[src/rtl/loader_pkg.sv]
// loader_pkg
//   Shared definitions for the ROM-load write path between game_loader and
//   the SDRAM controller.
//   - LOADER_ADDR_BITS / SDRAM_ADDR_BITS : default address widths
//   - NES_SLOT_PHASE                     : nes_ce value marking a slot edge
//   - loader_wr_t                        : one buffered byte write {addr, data}
package loader_pkg;

    localparam int LOADER_ADDR_BITS = 22;
    localparam int SDRAM_ADDR_BITS  = 25;

    localparam logic [1:0] NES_SLOT_PHASE = 2'd3;

    typedef struct packed {
        logic [LOADER_ADDR_BITS-1:0] addr;
        logic [7:0]                  data;
    } loader_wr_t;

endpackage

[src/rtl/sync_fifo.sv]
// sync_fifo
//   Generic single-clock FIFO with asynchronous active-high reset.
//   Pointers carry one extra wrap bit so full and empty are distinguishable
//   without a separate counter.
//   Ports:
//     clock, reset : clock and async reset (clears pointers)
//     push, din    : write request and data; ignored when full unless a pop
//                    happens on the same edge
//     pop, dout    : read request and current head (combinational)
//     full, empty  : occupancy flags
//     level        : number of stored entries
module sync_fifo #(
    parameter int  WIDTH    = 8,
    parameter int  DEPTH    = 4,
    localparam int PTR_BITS = $clog2(DEPTH) + 1
) (
    input  logic                clock,
    input  logic                reset,
    input  logic                push,
    input  logic                pop,
    input  logic [WIDTH-1:0]    din,
    output logic [WIDTH-1:0]    dout,
    output logic                full,
    output logic                empty,
    output logic [PTR_BITS-1:0] level
);

    localparam int IDX_BITS = PTR_BITS - 1;

    logic [WIDTH-1:0]    r_mem [DEPTH];
    logic [PTR_BITS-1:0] r_wr_ptr;
    logic [PTR_BITS-1:0] r_rd_ptr;
    logic                w_do_push;
    logic                w_do_pop;

    assign empty = (r_wr_ptr == r_rd_ptr);
    assign full  = (r_wr_ptr[PTR_BITS-1] != r_rd_ptr[PTR_BITS-1]) &&
                   (r_wr_ptr[IDX_BITS-1:0] == r_rd_ptr[IDX_BITS-1:0]);
    assign level = r_wr_ptr - r_rd_ptr;
    assign dout  = r_mem[r_rd_ptr[IDX_BITS-1:0]];

    // A pop on the same edge frees the slot the push lands in, so a full
    // FIFO still accepts the write; the head is read before it is replaced.
    assign w_do_pop  = pop && !empty;
    assign w_do_push = push && (!full || w_do_pop);

    always_ff @(posedge clock or posedge reset) begin
        if (reset) begin
            r_wr_ptr <= '0;
            r_rd_ptr <= '0;
        end else begin
            if (w_do_push) r_wr_ptr <= r_wr_ptr + PTR_BITS'(1);
            if (w_do_pop)  r_rd_ptr <= r_rd_ptr + PTR_BITS'(1);
        end
    end

    // Storage needs no reset: contents are only visible through the pointers.
    always_ff @(posedge clock) begin
        if (w_do_push) r_mem[r_wr_ptr[IDX_BITS-1:0]] <= din;
    end

endmodule

[src/rtl/loader_write_bridge.sv]
// loader_write_bridge
//   Buffers game_loader byte writes and replays them to the SDRAM port, one
//   per NES slot, aligned to the slot edge (nes_ce == NES_SLOT_PHASE).
//   Ports:
//     clock, reset       : system clock, async active-high reset
//     nes_ce             : free-running NES phase counter
//     in_write/addr/data : single-cycle byte write from game_loader
//     mem_addr/din/we    : registered SDRAM write request, held for one slot
//     level              : FIFO occupancy
//     idle               : nothing queued and no write in flight
//     overflow           : sticky, set when a write had to be dropped
//   Entry addresses are carried as LOADER_ADDR_BITS wide; ADDR_BITS is
//   expected not to exceed that width.
module loader_write_bridge #(
    parameter int  ADDR_BITS       = loader_pkg::LOADER_ADDR_BITS,
    parameter int  DEPTH           = 4,
    parameter int  SDRAM_ADDR_BITS = loader_pkg::SDRAM_ADDR_BITS,
    localparam int LEVEL_BITS      = $clog2(DEPTH) + 1
) (
    input  logic                       clock,
    input  logic                       reset,
    input  logic [1:0]                 nes_ce,
    input  logic                       in_write,
    input  logic [ADDR_BITS-1:0]       in_addr,
    input  logic [7:0]                 in_data,
    output logic [SDRAM_ADDR_BITS-1:0] mem_addr,
    output logic [7:0]                 mem_din,
    output logic                       mem_we,
    output logic [LEVEL_BITS-1:0]      level,
    output logic                       idle,
    output logic                       overflow
);

    import loader_pkg::*;

    loader_wr_t                 w_push_entry;
    loader_wr_t                 w_head;
    logic                       w_full;
    logic                       w_empty;
    logic                       w_slot;
    logic                       w_pop;
    logic [LEVEL_BITS-1:0]      w_level;

    logic [SDRAM_ADDR_BITS-1:0] r_mem_addr;
    logic [7:0]                 r_mem_din;
    logic                       r_mem_we;
    logic                       r_overflow;

    assign w_slot       = (nes_ce == NES_SLOT_PHASE);
    // The emptiness seen here is from before this edge's push, so a write
    // arriving on a slot edge into an empty FIFO waits for the next slot.
    assign w_pop        = w_slot && !w_empty;
    assign w_push_entry = '{addr: LOADER_ADDR_BITS'(in_addr), data: in_data};

    sync_fifo #(
        .WIDTH ($bits(loader_wr_t)),
        .DEPTH (DEPTH)
    ) u_fifo (
        .clock (clock),
        .reset (reset),
        .push  (in_write),
        .pop   (w_pop),
        .din   (w_push_entry),
        .dout  (w_head),
        .full  (w_full),
        .empty (w_empty),
        .level (w_level)
    );

    // Outputs only change on a slot edge, so each request is held for a
    // whole slot and back-to-back entries keep mem_we high throughout.
    always_ff @(posedge clock or posedge reset) begin
        if (reset) begin
            r_mem_addr <= '0;
            r_mem_din  <= '0;
            r_mem_we   <= 1'b0;
        end else if (w_slot) begin
            if (!w_empty) begin
                r_mem_addr <= SDRAM_ADDR_BITS'(w_head.addr);
                r_mem_din  <= w_head.data;
                r_mem_we   <= 1'b1;
            end else begin
                r_mem_we   <= 1'b0;
            end
        end
    end

    // A push into a full FIFO is only lost when no pop frees a slot.
    always_ff @(posedge clock or posedge reset) begin
        if (reset) begin
            r_overflow <= 1'b0;
        end else if (in_write && w_full && !w_pop) begin
            r_overflow <= 1'b1;
        end
    end

    assign mem_addr = r_mem_addr;
    assign mem_din  = r_mem_din;
    assign mem_we   = r_mem_we;
    assign level    = w_level;
    assign idle     = w_empty && !r_mem_we;
    assign overflow = r_overflow;

endmodule
[config.mk]
export PLATFORM = sky130hd
export DESIGN_NAME = loader_write_bridge
export DESIGN_NICKNAME = d
export VERILOG_FILES = /design/src/rtl/loader_pkg.sv /design/src/rtl/sync_fifo.sv /design/src/rtl/loader_write_bridge.sv
export SDC_FILE = /design/constraint.sdc
export NUM_CORES = 1
export LEC_CHECK = 0
export CAP_MARGIN = 20
export CORE_UTILIZATION = 55
export CTS_CLUSTER_DIAMETER = 60
export DETAILED_ROUTE_END_ITERATION = 8
export HOLD_SLACK_MARGIN = 0.03
export PLACE_DENSITY = 0.77
export SKIP_CTS_REPAIR_TIMING = 1
export SLEW_MARGIN = 20
export SYNTH_ARGS = -nofsm -noshare
export SYNTH_HDL_FRONTEND = slang
export SYNTH_HIERARCHICAL = 1
export SYNTH_SLANG_ARGS = --single-unit
[constraint.sdc]
create_clock -name clock -period 3.9 [get_ports clock]
set_input_delay 0.78 -clock clock [delete_from_list [all_inputs] [get_ports clock]]
set_output_delay 0.78 -clock clock [all_outputs]
set_load 0.01 [all_outputs]
# Word-level counts from Yosys, hierarchy flattened
# Memory sizes are Yosys's and may differ from the RTL's. A register that Yosys moved wholly into a read port is not among the register bits.
# Index checks and enable logic that the tools add are counted.
# totals
ff_bits	8
word_cells	29
inputBits	35
mem_bits_rw	120
memories	1
out_inout_bits	39
# classes
addsub	3
eq_ne	4
muxes	3
n_reduce_logical	13
n_bitwise	1
# memory_table
memory	words	word_bits	read_ports	rd_clocked_by_memory_dff	wr	line	rtl
u_fifo.r_mem	4	30	1	1	1	sync_fifo.sv:30	logic [WIDTH-1:0] r_mem [DEPTH];
# op_table
operator	count
1-bit logical AND	7
3-bit by 1-bit adder with 3-bit output (second input constant)	2
1-bit logical NOT	4
3-bit == test	1
1-bit 2-to-1 mux	3
3-bit subtractor	1
2-bit == test	1
2-bit == test (second input constant)	1
2-bit AND reduction	1
1-bit logical OR	1
1-bit != test	1
1-bit inverter	1

# Depth between registers and ports, before layout
# Gate-level depths: netlist of the first run.
# depth
depth_word	8
ltp_mapped	11

# Modules after synthesis
# Netlist of the first run, hierarchy kept.
# modules_own_cells
mod	seq_area_each_um2	cells_per_inst	area_per_inst_um2	n_inst
sync_fifo	3753.6	202	4770.8	1
loader_write_bridge	800.8	77	1373.8	1

# Worst setup path before layout of the first run
# No wires, ideal clock.
# synth_path
kind	flip-flop to flip-flop
startpoint	register u_fifo.r_rd_ptr[1]
endpoint	memory u_fifo/r_mem[0][0] (netlist name) (enable)
arrival_ns	2.592
slack_ns	0.935
period_less_slack_ns	2.965
required_time_ns	3.527
stages_incl_launch_ff	12
path_buffers	3
path_cell_list	dfrtp_1 > buf_1 > inv_1 > ha_1 > nand2_1 > nor2_1 > and3b_1 > buf_6 > buf_8 > nand3b_1 > o21a_2 > and2_2
# synth_between
elab_chain_len	8
elab_cells_between_ends	11
# synth_rtl
element	line	rtl
start: declaration	sync_fifo.sv:32	logic [PTR_BITS-1:0] r_rd_ptr;
start signal: assignment	sync_fifo.sv:53	if (w_do_pop) r_rd_ptr <= r_rd_ptr + PTR_BITS'(1);
3-bit == test	sync_fifo.sv:36	assign empty = (r_wr_ptr == r_rd_ptr);
via w_empty	loader_write_bridge.sv:39	logic w_empty;
1-bit logical NOT	loader_write_bridge.sv:52	assign w_pop = w_slot && !w_empty;
1-bit logical AND	loader_write_bridge.sv:52	
via w_pop	loader_write_bridge.sv:41	logic w_pop;
1-bit logical AND	sync_fifo.sv:44	assign w_do_pop = pop && !empty;
1-bit logical OR	sync_fifo.sv:45	assign w_do_push = push && (!full || w_do_pop);
1-bit logical AND	sync_fifo.sv:45	
1-bit 2-to-1 mux	sync_fifo.sv:59	if (w_do_push) r_mem[r_wr_ptr[IDX_BITS-1:0]] <= din;
1-bit 2-to-1 mux (not written as such)	sync_fifo.sv:59	
end: declaration	sync_fifo.sv:30	
# The timed path passes the listed nets, and every way through them passes these cells.

# Worst setup path after layout of the first run
# layout_path
startpoint	register u_fifo.r_rd_ptr[1]
endpoint	output port idle
# layout_between
elab_chain_len	2
# layout_rtl
element	line	rtl
3-bit == test	sync_fifo.sv:36	
via w_empty	loader_write_bridge.sv:39	
1-bit logical AND	loader_write_bridge.sv:101	assign idle = w_empty && !r_mem_we;
end: declaration	loader_write_bridge.sv:30	output logic idle,
# The timed path passes the listed nets, and every way through them passes these cells.

==> results of run 1 <==
## kinds of logic after synthesis
| kind of cell | Yosys count | share of synthesized area (%) |
|---|---|---|
| multiplexers | 64 | 18.9 |
| buffers and inverters | 21 | 2.40 |
| adder cells (fa/ha/maj) | 8 | 1.75 |
| AND/OR/NAND/NOR | 16 | 1.41 |
| flip-flops | 158 | 74.1 |
| other | 1 | 0.0610 |
| XOR/XNOR | 5 | 0.713 |
| AO/OA/AOI/OAI | 6 | 0.631 |
## metrics by stage
stage / utilization [%] / instance area [sq um]
after floorplan: - / 6150
after global placement: 64.1 / 6940
after detailed placement: 64.1 / 6940
after CTS: 69.4 / 7530
after global routing: 69.4 / 7530
final: 69.4 / 7530
## per-layer routing
| layer | routed length [microns] | global-route usage (%) | vias to the layer above |
|---|---|---|---|
| met1 | 4330 | 25.2 | 1474 |
| met2 | 5540 | 34.8 | 83 |
| li1 | - | - | 1258 |
| met4 | 112 | 9.49 | 0 |
| met5 | 0 | 0 | - |
| met3 | 513 | 5.39 | 8 |
## worst max-delay path: cells and delay by family, from the launching register on
family                     cells  cell delay [ns]
DFF                            1             0.65
adders and majority gates      1             0.32
and+or+nand+nor                3             0.51
buffers and inverters          2             0.65
## layout by cell type, fill, tap and decap left out, types with 2 or more instances in the layout
| master | synthesis | layout |
|---|---|---|
| and2_2 | 4 | 4 |
| buf_4 | 4 | 4 |
| bufinv_16 | 0 | 2 |
| clkbuf_1 | 0 | 2 |
| clkbuf_16 | 0 | 16 |
| clkbuf_8 | 0 | 5 |
| clkdlybuf4s50_1 | 0 | 70 |
| clkinv_2 | 0 | 3 |
| clkinvlp_4 | 0 | 2 |
| conb_1 | 1 | 3 |
| dfrtp_1 | 38 | 36 |
| dfrtp_2 | 0 | 2 |
| edfxtp_1 | 120 | 120 |
| ha_1 | 7 | 7 |
| inv_1 | 8 | 7 |
| mux2_2 | 5 | 5 |
| mux2_4 | 28 | 28 |
| mux4_2 | 30 | 30 |
| nand2_1 | 7 | 7 |
| nor2_1 | 2 | 2 |
| o21ai_0 | 3 | 3 |
| xnor2_1 | 4 | 4 |
## path summary, 6_finish.rpt
kind	startpoint	endpoint	slack, ns	cells after the start
setup / recovery	u_fifo/r_rd_ptr[1]$_DFFE_PP0P_	idle	0.47	6
setup reg to reg	u_fifo/r_rd_ptr[1]$_DFFE_PP0P_	u_fifo/r_mem[2][3]$_DFFE_PP_	0.84	8
hold / removal	overflow$_DFFE_PP0P_	overflow$_DFFE_PP0P_	0.49	1
hold reg to reg	overflow$_DFFE_PP0P_	overflow$_DFFE_PP0P_	0.49	1
max in group asynchronous	reset	mem_din[2]$_DFFE_PP0P_	2.58	3
min in group asynchronous	reset	u_fifo/r_wr_ptr[2]$_DFFE_PP0P_	0.56	2
## cell type report
| cell class | count | share of cell area, % |
|---|---|---|
| flip-flops and latches | 158 | 60.5 |
| multi-input cells | 102 | 19.3 |
| repair buffers | 74 | 9.71 |
| clock buffers | 23 | 6.33 |
| well taps | 140 | 2.33 |
| clock inverters | 9 | 1.43 |
| inverters | 8 | 0.399 |
## sequential cells by signal, indices dropped and copies added, names as in the netlist
signal and cells:
mem_we 1, u_fifo/r_rd_ptr 3, mem_din 8, overflow 1, mem_addr 22, u_fifo/r_wr_ptr 3, u_fifo/r_mem 120
## where the power goes
| group | internal [mW] | switching (mW) | leakage, nW |
|---|---|---|---|
| combinational | 1.15 | 0.863 | 0.895 |
| clock | 0.978 | 0.611 | 0.284 |
| sequential | 2.34 | 0.225 | 1.54 |
| total | 4.46 | 1.70 | 2.72 |
==> impl_results.md, run 1 <==
- Mapped Area: ~6100 sq um
- Minimum clock period: 3.43 ns
- Die Ht: 108 microns
- Worst-case clock skew: 0.0107 ns
- Clk slew on worst S/H paths: approximately 0.060 ns
- Die width: roughly 110 microns
- Synthesis Warnings: 6
- Sum Neg Setup Slack: 0 ns
- Row cnt: 38
- Layout Cells excl Fill: 514
- Count leader, synth: edfxtp_1
- Ys flop type: edfxtp_1
- Post-synthesis cell count: 279
- Initial antenna violation count: 0
- Antenna Diode Count: 0
- Worst slew margin: 42.6%
- Routed WL: 10.5 mm
- Seq. cell area: 4560 sq um
- Pwr Density: 818 nW/um^2
- DP Worst Slack: 0.832 ns
- Status: completed
- Launching element type of the critical path: flip-flop
- Type of the worst setup path: flip-flop to output port
- EDFF count, synth: 120
- Req. time, crit path: between 3 and 4 ns
- Flops & latches, synth: 158
- CTS tree: done
- Hold WC Path Type: flip-flop to flip-flop
- Port Buffer Count: 70
- Total number of vias: 2,823
- Starting Density: 56.7%
- Clock buffer depth: 2
- Sequential share of the synthesized area: 74.1%
- CP max stage cell: dfrtp_2
- Residual DRC count: 0
- RSZ-0062 raised after global routing: no
- Clock Latency Late Sink: around 0.52 ns
- Final hold vios: 0
- Layout cell share with drive strength beyond 1: between 20 and 30%
- Drt wl/cell: 20.4 microns
- Layout Nets: roughly 400
- Clock Tree Root: clkbuf_8
- Slew Viols, Final: 0
- Largest net degree at the start of global routing: 35
- Yosys top cell area share: 58.6%
- Number of max-cap violations: 0
- Fmax: 0.292 GHz
- Share of flip-flops with an asynchronous set or reset: 24.1%
- Leak: around 2.7 nW
- Top cells by instance count after synthesis: 120 x edfxtp_1, 38 x dfrtp_1, 30 x mux4_2
- Placed Instances: 482
- Max incr delay on CP: between 0.6 and 0.7 ns
- CTS buffer count: 17
- CP Max Fanout: 18
- Peak VDD IR: 0.475 mV
- Tightest Pin Transition: around 0.86 ns
- Hold slack: 0.493 ns
- Filler cells: 671
- Yosys cell types: 28
- Total grt overflow: 0
- DP Wirelength: 6.26 mm
- First-pass GRT wire length: approximately 17 mm
- Placeable Area: 10,800 sq um
- Full die area: 11,600 sq um
- Htree depth: 4
- Layout area overhead: 22.5%
- Post-Syn Area per Cell: about 22 sq um
- Multi-input gate area: 1450 sq um
- Power Total: 6.16 mW
- GRT Total Usage: 20.7%
- Final setup margin: 0.474 ns
- Clock sinks: 158
- Area leader, netlist: edfxtp_1
- DRT Pass-1 Iters: 4
- Final setup viols: 0
- Vias in the first global route: 3,129
- Final Wtd Congestion: 0.684
- Via-per-instance ratio: 5.49
- I/O pin count: 74
- Iter 0 DRT Violations: ~170
- Ratio of final minimum period to clock period: 87.8%
- Worst setup EP type: output port
- Worst EP arrival: 2.65 ns
- Post-route ant nets: 0
- Area contributors post-synth: edfxtp_1 59%, dfrtp_1 15%, mux4_2 11%, mux2_4 6.8%, ha_1 1.4%
- Worst-path cell chain: inv_1, ha_1, nand2_1, nor2_1, nor2b_1, clkdlybuf4s50_1
No activity file was read; power rests on OpenSTA's default activity.
==> run 2: changes to the inputs <==
DONT_BUFFER_PORTS = 1   (was default)
PLACE_DENSITY = 0.68   (was 0.77)
==> run 2 against run 1 <==
Against the previous run: global-route usage fell by 1.7 points; sequential share of layout area rose by 6.3 points; worst setup slack improved by 0.68 ns; via count fell by 11%; fmax rose by 25%; critical path depth rose by 2; clock power barely moved; core utilization fell by 6.5 points.
==> impl_results.md, run 2 (synthesis results as in run 1) <==
- Clk slew on worst S/H paths: 0.06 ns
- Layout Cells excl Fill: 443
- Fmax: 0.364 GHz
- Antenna Diode Count: 0
- Type of the worst setup path: flip-flop to flip-flop
- DP Worst Slack: roughly 1.2 ns
- Final setup viols: 0
- Initial antenna violation count: 0
- Total number of vias: 2,504
- Placed Instances: approximately 410
- Leak: 2.46 nW
- Worst slew margin: between 40% and 50%
- Row cnt: 38
- Area post-placement: 6240 sq um
- Clock sinks: between 150 and 200
- Filler cells: approximately 740
- CTS buffer count: 17
- Total grt overflow: 0
- GRT Total Usage: between 10% and 20%
- DRT Pass-1 Iters: 4
- Clock buffer depth: 2
- Die width: 108 microns
- Routed WL: approximately 9.7 mm
- Full die area: 11,600 sq um
- Drt wl/cell: 21.8 microns
- Number of max-cap violations: 0
- Req. time, crit path: 4.05 ns
- Worst EP arrival: 2.90 ns
- Peak VDD IR: 0.685 mV
- Largest net degree at the start of global routing: 35
- Seq. cell area: 4560 sq um
- Final Wtd Congestion: 0.736
- First-pass GRT wire length: roughly 15 mm
- Multi-input gate area: 1450 sq um
- Worst setup EP type: flip-flop
- DP Wirelength: between 5 and 6 mm
- Layout Nets: 333
- Sum Neg Setup Slack: 0 ns
- Power Total: approximately 5.7 mW
- Most frequent cells in the layout: 120 x edfxtp_1, 36 x dfrtp_1, 30 x mux4_2, 28 x mux2_4, 16 x clkbuf_16
- Ratio of final minimum period to clock period: 70.4%
- Via-per-instance ratio: 5.65
- Vias in the first global route: 2,676
- Pwr Density: 835 nW/um^2
- Max incr delay on CP: 0.72 ns
- Worst-case clock skew: about 0.0056 ns
- CP Max Fanout: 30
- Placeable Area: about 11,000 sq um
- Status: completed
- Clock Latency Late Sink: 0.53 ns
- I/O pin count: 74
- Layout area overhead: 11.0%
- Port Buffer Count: 0
- Final setup margin: 1.16 ns
- Layout cell share with drive strength beyond 1: 35.3%
- Post-route ant nets: 0
- RSZ-0062 raised after global routing: no
- Residual DRC count: 0
- Final hold vios: 0
- Commonest non-fill, non-tap cell in the layout: edfxtp_1
- CTS tree: done
- Launching element type of the critical path: flip-flop
- Fin area: 6820 sq um
- Htree depth: 4
- Worst-path cell chain: inv_1, ha_1, nand2_1, nor2_1, and3b_2, nand3b_1, o21a_2, and2_2
- Iter 0 DRT Violations: 134
- Starting Density: roughly 57%
- Max FFs per register: between 100 and 150
- Minimum clock period: 2.74 ns
- Clock Tree Root: clkbuf_8
- Hold WC Path Type: input port to asynchronous set/reset pin
- Die Ht: 108 microns
- Slew Viols, Final: 0
- CP max stage cell: and2_2
- Tightest Pin Transition: 0.863 ns
[run 2: worst max-delay path: cells and delay by family, from the launching register on]
family / cells / cell delay [ns]
adder cells (fa/ha/maj): 1 / 0.29
AO/OA/AOI/OAI: 1 / 0.20
AND/OR/NAND/NOR: 5 / 1.30
buffers and inverters: 1 / 0.15
flip-flops: 1 / 0.40
[run 2: final cells by class]
| class | count | area share, % |
|---|---|---|
| Clock buffer | 19 | 6.47 |
| Clock inverter | 13 | 2.13 |
| Inverter | 8 | 0.440 |
| Multi-Input combinational cell | 102 | 21.3 |
| Sequential cell | 158 | 66.8 |
| Tap cell | 140 | 2.57 |
| Timing Repair Buffer | 3 | 0.330 |
[run 2: per-layer routing]
layer | wire length [microns] | vias to the layer above | track usage (%)
li1 | - | 1108 | -
met1 | 4170 | 1314 | 23.6
met2 | 4710 | 71 | 29.0
met3 | 615 | 11 | 8.47
met4 | 180 | 0 | 8.71
met5 | 0 | - | 0
[run 2: where the power goes]
group / internal [mW] / leakage [nW] / total (mW) / switching (mW)
sequential: 2.34 / 1.54 / 2.63 / 0.292
clock: 0.998 / 0.293 / 1.61 / 0.615
combinational: 0.764 / 0.620 / 1.45 / 0.691
[run 2: path summary, 6_finish.rpt]
kind | startpoint | to | slack [ns] | cells after the start
min | reset | u_fifo/r_rd_ptr[1]$_DFFE_PP0P_ | 0.07 | 1
max | u_fifo/r_wr_ptr[0]$_DFFE_PP0P_ | u_fifo/r_mem[2][14]$_DFFE_PP_ | 1.16 | 8
max reg2reg | u_fifo/r_wr_ptr[0]$_DFFE_PP0P_ | u_fifo/r_mem[2][14]$_DFFE_PP_ | 1.16 | 8
min in group clock | in_addr[0] | u_fifo/r_mem[2][8]$_DFFE_PP_ | 0.34 | 0
max in group asynchronous | reset | mem_addr[5]$_DFFE_PP0P_ | 3.15 | 1
min reg2reg | overflow$_DFFE_PP0P_ | overflow$_DFFE_PP0P_ | 0.56 | 1
[run 2: per-stage QoR]
stage	hold slack [ns]	utilization, %
after floorplan	0.513	-
after global placement	0.541	57.5
after detailed placement	0.542	57.5
after CTS	0.0463	62.9
after global routing	0.0437	62.9
final	0.0671	62.9
